<file path="config.mk">
export PLATFORM = sky130hd
export DESIGN_NAME = lamp_driver
export DESIGN_NICKNAME = d
export VERILOG_FILES = /design/src/rtl/lamp_driver.sv
export SDC_FILE = /design/constraint.sdc
export NUM_CORES = 1
export LEC_CHECK = 0
export CAP_MARGIN = 20
export CORE_MARGIN = 2
export CORE_UTILIZATION = 38
export DETAILED_ROUTE_END_ITERATION = 8
export HOLD_SLACK_MARGIN = 0.12
export PLACE_DENSITY = 0.62
export SLEW_MARGIN = 20
export SYNTH_ARGS = -nofsm -noshare
export SYNTH_HDL_FRONTEND = slang
export SYNTH_SLANG_ARGS = --single-unit
</file>
<file path="constraint.sdc">
create_clock -name Clock -period 2.1 [get_ports Clock]
set_input_delay 0.42 -clock Clock [delete_from_list [all_inputs] [get_ports Clock]]
set_output_delay 0.42 -clock Clock [all_outputs]
set_load 0.02 [all_outputs]
</file>
<file path="src/rtl/lamp_driver.sv">
// rtl/lamp_driver.sv - lamp decode, flash cadence and conflict monitor for three signal heads
//
// Ports:
//   Clock       system clock (1 Hz tick domain)
//   Reset       synchronous, active-high
//   L1, L2, L3  color codes: 0 RED, 1 YELLOW, 2 GREEN, 3 FLASH (L1 = 4th St, L2/L3 = Harrison)
//   FaultClear  level-sampled request to clear a latched fault
//   Lamp1..3    lamp enables {R,Y,G}
//   Fault       latched fault indicator
//   FaultCode   first cause: 00 none, 01 conflict, 10 illegal transition, 11 short yellow
module lamp_driver #(
    parameter int FLASH_HALF = 1,
    parameter int MIN_YELLOW = 5
) (
    input  logic       Clock,
    input  logic       Reset,
    input  logic [1:0] L1,
    input  logic [1:0] L2,
    input  logic [1:0] L3,
    input  logic       FaultClear,
    output logic [2:0] Lamp1,
    output logic [2:0] Lamp2,
    output logic [2:0] Lamp3,
    output logic       Fault,
    output logic [1:0] FaultCode
);

    typedef enum logic [1:0] {
        RED    = 2'd0,
        YELLOW = 2'd1,
        GREEN  = 2'd2,
        FLASH  = 2'd3
    } color_t;

    localparam int FC_W = (FLASH_HALF > 1) ? $clog2(FLASH_HALF) : 1;
    localparam int YC_W = $clog2(MIN_YELLOW + 1);
    localparam logic [FC_W-1:0] FC_LAST = FC_W'(FLASH_HALF - 1);
    localparam logic [YC_W-1:0] Y_MIN   = YC_W'(MIN_YELLOW);

    localparam logic [1:0] CODE_NONE     = 2'b00;
    localparam logic [1:0] CODE_CONFLICT = 2'b01;
    localparam logic [1:0] CODE_ILLEGAL  = 2'b10;
    localparam logic [1:0] CODE_SHORT_Y  = 2'b11;

    logic [FC_W-1:0]       fcnt_q, fcnt_d;
    logic                  phase_q, phase_d;
    color_t [2:0]          prev_q, prev_d;
    logic [2:0][YC_W-1:0]  ycnt_q, ycnt_d;
    logic [2:0][2:0]       lamp_q, lamp_d;
    logic                  fault_q, fault_d;
    logic [1:0]            fcode_q, fcode_d;

    color_t [2:0]          cur;
    logic                  conflict;
    logic                  illegal;
    logic                  short_y;
    logic                  all_safe;
    logic                  detect;

    function automatic logic [2:0] decode(input color_t c, input logic ph);
        case (c)
            RED:     decode = 3'b100;
            YELLOW:  decode = 3'b010;
            GREEN:   decode = 3'b001;
            default: decode = {ph, 2'b00};
        endcase
    endfunction

    function automatic logic is_go(input color_t c);
        is_go = (c == GREEN) || (c == YELLOW);
    endfunction

    always_comb begin
        cur[0] = color_t'(L1);
        cur[1] = color_t'(L2);
        cur[2] = color_t'(L3);

        // Shared flash phase: toggles on every counter wrap so all heads blink together.
        if (fcnt_q == FC_LAST) begin
            fcnt_d  = '0;
            phase_d = ~phase_q;
        end else begin
            fcnt_d  = fcnt_q + FC_W'(1);
            phase_d = phase_q;
        end

        // 4th St may not be moving while either Harrison direction is moving.
        conflict = is_go(cur[0]) && (is_go(cur[1]) || is_go(cur[2]));

        illegal  = 1'b0;
        short_y  = 1'b0;
        all_safe = 1'b1;
        prev_d   = cur;
        ycnt_d   = ycnt_q;
        for (int h = 0; h < 3; h++) begin
            if ((prev_q[h] == GREEN && cur[h] == RED) ||
                (prev_q[h] == YELLOW && cur[h] == GREEN)) begin
                illegal = 1'b1;
            end
            if (prev_q[h] == YELLOW && cur[h] == RED && ycnt_q[h] < Y_MIN) begin
                short_y = 1'b1;
            end
            if (cur[h] != RED && cur[h] != FLASH) begin
                all_safe = 1'b0;
            end
            // Count consecutive yellow samples, saturating so long yellows stay legal.
            if (cur[h] == YELLOW) begin
                if (prev_q[h] != YELLOW) begin
                    ycnt_d[h] = YC_W'(1);
                end else if (ycnt_q[h] != Y_MIN) begin
                    ycnt_d[h] = ycnt_q[h] + YC_W'(1);
                end
            end else begin
                ycnt_d[h] = '0;
            end
        end

        detect = conflict || illegal || short_y;

        fault_d = fault_q;
        fcode_d = fcode_q;
        if (!fault_q) begin
            if (detect) begin
                fault_d = 1'b1;
                if (conflict) begin
                    fcode_d = CODE_CONFLICT;
                end else if (illegal) begin
                    fcode_d = CODE_ILLEGAL;
                end else begin
                    fcode_d = CODE_SHORT_Y;
                end
            end
        end else if (FaultClear && all_safe && !detect) begin
            fault_d = 1'b0;
            fcode_d = CODE_NONE;
        end

        // Lamps follow the fault decision of this same edge, so a violation never shows a
        // single cycle of the unsafe aspect.
        for (int h = 0; h < 3; h++) begin
            lamp_d[h] = fault_d ? {phase_q, 2'b00} : decode(cur[h], phase_q);
        end
    end

    always_ff @(posedge Clock) begin
        if (Reset) begin
            fcnt_q  <= '0;
            phase_q <= 1'b1;
            for (int h = 0; h < 3; h++) begin
                prev_q[h] <= FLASH;
                ycnt_q[h] <= '0;
                lamp_q[h] <= 3'b100;
            end
            fault_q <= 1'b0;
            fcode_q <= CODE_NONE;
        end else begin
            fcnt_q  <= fcnt_d;
            phase_q <= phase_d;
            prev_q  <= prev_d;
            ycnt_q  <= ycnt_d;
            lamp_q  <= lamp_d;
            fault_q <= fault_d;
            fcode_q <= fcode_d;
        end
    end

    assign Lamp1     = lamp_q[0];
    assign Lamp2     = lamp_q[1];
    assign Lamp3     = lamp_q[2];
    assign Fault     = fault_q;
    assign FaultCode = fcode_q;

endmodule

</file>
Word level (Yosys, flattened, before mapping) --
Cells that the tools add are included.
Cells by class: $add $sub $neg 4, $lt $le $gt $ge 3, equality and inequality tests 22, mux-type cells 29, bitwise operators 5, reduce and logical (&&, ||, !) cells 47
Operators by type and width (number):
- 3-bit case mux with 3 select lines | 3
- 1-bit two-way mux | 19
- 1-bit logical AND | 18
- 2-bit nonzero test | 7
- 2-bit by 1-bit == test with 1-bit output (second input constant) | 6
- 2-bit == test (second input constant) | 6
- 2-bit OR reduction | 5
- 3-bit by 1-bit adder with 3-bit output (second input constant) | 3
- 1-bit logical OR | 9
- 3-bit < comparator (second input constant) | 3
- 3-bit two-way mux | 3
- 3-bit inequality test (second input constant) | 3
- 3-bit OR reduction | 3
- 2-bit two-way mux | 4
- 2-bit by 1-bit inequality test with 1-bit output (second input constant) | 4
- 2-bit logical NOT | 3
- 2-bit inequality test (second input constant) | 3
- 1-bit inverter | 5
- 2-bit AND reduction | 1
- 1-bit adder (second input constant) | 1
- 1-bit logical NOT | 1
Storage, ports and cells: register bits 29, word-level logic and storage cells 129

Logic depth before layout (Yosys ltp) --
depth in word-level cells 13, depth in mapped cells 7, gate-level depth less buffers 7

Worst setup path before layout --
Ideal clock, no wire load.
path type input to register, start input port L3[0], end register fcode_q[0] (netlist: FaultCode[0]), setup time 0.139 ns, arrival 1.639 ns, slack 0.322 ns, stages 7, path buffers 0, cells stage by stage inv_1 > ha_1 > o21a_1 > a31oi_1 > nand3_1 > nor3_1 > a2111oi_2
On the way: word-level cells in the longest chain between the ends 10, elaborated cells between the ends (all ways) 29
Ends and longest elaborated chain:
- start: declaration | line 19 | input logic [1:0] L3,
- 2-bit == test, or another cell as far along | line 70, 97
- 1-bit logical AND, or another cell as far along | line 97 | (prev_q[h] == YELLOW && cur[h] == GREEN)) begin
- 1-bit logical OR (on tied branches) | line 96, 88
- 1-bit two-way mux or 1-bit logical AND (tied branches) | line 96, 88
- 1-bit logical OR (2 in series) | line 118 | detect = conflict || illegal || short_y;
- 1-bit logical NOT | line 133 | end else if (FaultClear && all_safe && !detect) begin
- 1-bit logical AND | line 133
- 2-bit by 1-bit inequality test with 1-bit output (no source line)
- 2-bit AND reduction (no source line)
- end signal: assignment | line 163 | fcode_q <= fcode_d;
- end: declaration | line 51 | logic [1:0] fcode_q, fcode_d;
Several ways; a longest one is shown, not always the timed one. The select of a mux whose other input is x is not followed. A chain may end at the register's enable or synchronous reset.

Final worst setup path --
start input port L2[0], end register lamp_q, in the netlist Lamp2[0]
On the way: word-level cells in the longest chain between the ends 12, elaborated cells between the ends (all ways) 30
Ends and longest elaborated chain:
- start: declaration | line 18 | input logic [1:0] L2,
- 2-bit == test or 2-bit logical NOT (tied branches)
- 1-bit logical AND (on tied branches) | line 97, 96
- 1-bit logical OR | line 96 | if ((prev_q[h] == GREEN && cur[h] == RED) ||
- 1-bit two-way mux (2 in series) | line 96
- 1-bit logical OR (2 in series) | line 118
- 1-bit logical NOT | line 133
- 1-bit logical AND | line 133
- 1-bit two-way mux | line 133
- 1-bit two-way mux | line 122 | if (!fault_q) begin
- 2-bit OR reduction (no source line)
- end signal: assignment | line 161 | lamp_q <= lamp_d;
- end: declaration | line 49 | logic [2:0][2:0] lamp_q, lamp_d;
Several ways; a longest one is shown, not always the timed one.

==> flow_metrics.tcl <==
set metrics [dict create \
    status "finished clean" \
    yosysWarnings 0 \
    drt_iter0_drc 58 \
    synth_ff_type "dfxtp_1" \
    syn_area_um2 1500 \
    synthCells 152 \
    final_hold_viol_count 0 \
    synthArstFlopShare_pct 0 \
    finalSetupViolations 0 \
    viasPerCell 4.73 \
    core.rowCount 22 \
    cts_root_buf "clkbuf_8" \
    grt_overflow 0 \
    fin_util_pct 57.2 \
    antenna_found_initial 0 \
    cp.required_ns 2.32 \
    crit_slowest_cell "clkdlybuf4s50_1" \
    numCtsBuffers 5 \
    power_density_nw_per_um2 744 \
    slew_viol_final 0 \
    dr_total_vias 1160 \
    max_freq_mhz 497 \
    worstSetupPathType "input port to register" \
    syn2layout_area_growth_pct 42.1 \
    p_leak_nw 0.901 \
    io_buffers 20 \
    drt_wl_total_um 3000 \
    initial_core_util_pct 40.2 \
    cts_tree "done" \
    final_cells 245 \
    synth-seq-area-share_pct 38.8 \
    clockBufferDepth 2 \
    place_congestion 0.833 \
    synth-edff-count 0 \
    place_inst 236 \
    crit_chain "clkdlybuf4s50_1 > inv_1 > ha_4 > nor4b_4 > nand2b_1 > and4_4 > nand2_4 > nor3b_2" \
    cp_data_arrival_time_ns 2.23 \
    worst_hold_slack_ns 0.464 \
    grt_pass1_vias 1204 \
    die_w_um 66.7 \
    clock-sinks 29 \
    peakVddDrop_uv 408 \
    grt_max_degree 27 \
    period_needed_ns 2.01 \
    avgSynthCellArea_um2 9.84 \
    remaining_drc_errors 0 \
    clock_latency_ns 0.29 \
    clk_pin_slew_worst_paths_ns 0.07 \
    drv_cap 0 \
    chipHeight_um 66.7 \
    rsz0062_at_grt "no" \
    slowest_delay_ns 0.49 \
    drive_above_1_share_pct 28.9 \
    synth_cell_types 34 \
    htree_levels 2 \
    n_antenna_cell 0 \
    fin_skew_ns 0.00735 \
    drtAntennaViolNets 0 \
    synth_seq_cells 29 \
    startpoint_type "input port" \
    fin_nets 226 \
    hold_class "register to register" \
    min_period_over_period_pct 95.8 \
    pin_count 21 \
    endpoint_kind "register" \
    grt_pass1_wl_um 5240 \
    track_usage_pct 16.1 \
    hpwl_um 2270 \
    cp_max_fo 6 \
    wl_per_cell_um 12.2 \
    core_area_um2 3720 \
    syn_nets 182 \
    first_pass_iters 4 \
    die_area_um2 4450 \
]
[report_power, final]
| group | total [mW] | switching, mW | internal [mW] |
|---|---|---|---|
| clock | 0.690 | 0.220 | 0.471 |
| sequential | 0.600 | 0.0189 | 0.581 |
| combinational | 0.289 | 0.137 | 0.153 |
[Yosys cell counts, types with 2 or more instances]
library cell,count,share of area (%)
nand2b_1,5,2.1
a211oi_1,3,1.5
a2111oi_2,2,2.0
nor2b_4,2,1.8
nand2_1,10,2.5
nand3_1,4,1.3
nor2_1,13,3.3
xnor2_1,3,1.8
mux2i_1,3,2.0
nand3b_1,6,3.0
dfxtp_1,29,39
nor3b_1,7,3.5
nor3_1,4,1.3
or2_2,6,2.5
inv_1,11,2.8
a21oi_1,4,1.3
ha_1,21,18
o21ai_0,3,1.0
[logic make-up after synthesis]
group	count (synthesis)	share of synthesized area [%]
AO/OA/AOI/OAI	18	9.71
XOR/XNOR	4	2.34
adder cells (fa/ha/maj)	21	17.6
buffers and inverters	13	3.60
flip-flops	29	38.8
multiplexers	3	2.01
other	1	0.251
AND/OR/NAND/NOR	63	25.7
[state kept, by name, summed over array words and instances (netlist names)]
signal / cells
Lamp3: 3
Lamp2: 3
Lamp1: 3
ycnt_q: 9
Fault: 1
fcnt_q: 1
FaultCode: 2
phase_q: 1
prev_q: 6
[metal layers]
layer,GRT usage [%],wire length [um]
met1,18.9,1370
met2,25.9,1450
met4,10.7,83
met5,0,0
met3,4.05,95
[metrics by stage]
step / TNS [ns] / power (mW) / setup slack (ns) / instance area (um^2)
after global placement: -2.68 / 0.867 / -0.277 / 1880
after global routing: 0 / 1.65 / 0.00142 / 2120
after floorplan: 0 / 0.759 / 0.322 / 1500
after CTS: 0 / 1.57 / 0.00696 / 2040
final: 0 / 1.58 / 0.0889 / 2120
after detailed placement: -3.44 / 0.871 / -0.353 / 1880
[final cells by class]
class	instances	area, um^2
repair buffers	39	343
well taps	48	60.1
multi-input cells	110	966
inverters	11	41.3
fillers	316	1590
clock buffers	5	68.8
flip-flops and latches	29	581
clock inverters	3	65.1
[final timing paths]
| check | start | end | slack, ns | cells after the start |
|---|---|---|---|---|
| setup / recovery | L2[0] | Lamp2[0] | 0.09 | 8 |
| hold / removal | FaultCode[0] | FaultCode[0] | 0.46 | 2 |
| setup reg to reg | ycnt_q[6] | FaultCode[1] | 0.51 | 6 |
| hold reg to reg | FaultCode[0] | FaultCode[0] | 0.46 | 2 |
[worst max-delay path, delay by kind of cell]
family	cells	cell delay (ns)
buffers and inverters	2	0.58
AND/OR/NAND/NOR	5	0.97
adder cells (fa/ha/maj)	1	0.26
[layout by cell type (no fill, tap or decap), types with 4 or more instances in the layout]
master	Yosys	final
buf_4	0	19
nor2_1	13	13
or2_2	6	6
nor3b_2	0	6
clkdlybuf4s50_1	0	20
ha_1	21	18
nand2b_1	5	5
inv_1	11	11
nand3b_1	6	6
nand2_1	10	10
a21oi_1	4	4
clkbuf_8	0	5
dfxtp_1	29	29
[what timing repair did]
action,CTS,global route
resized for setup,3,12
endpoints found under the setup margin,5,11
pin swaps,1,2
hold buffers,0,0
endpoints found under the hold margin,0,0
buffers inserted,1,0
Note: power is estimated with default switching activity, not from simulation.
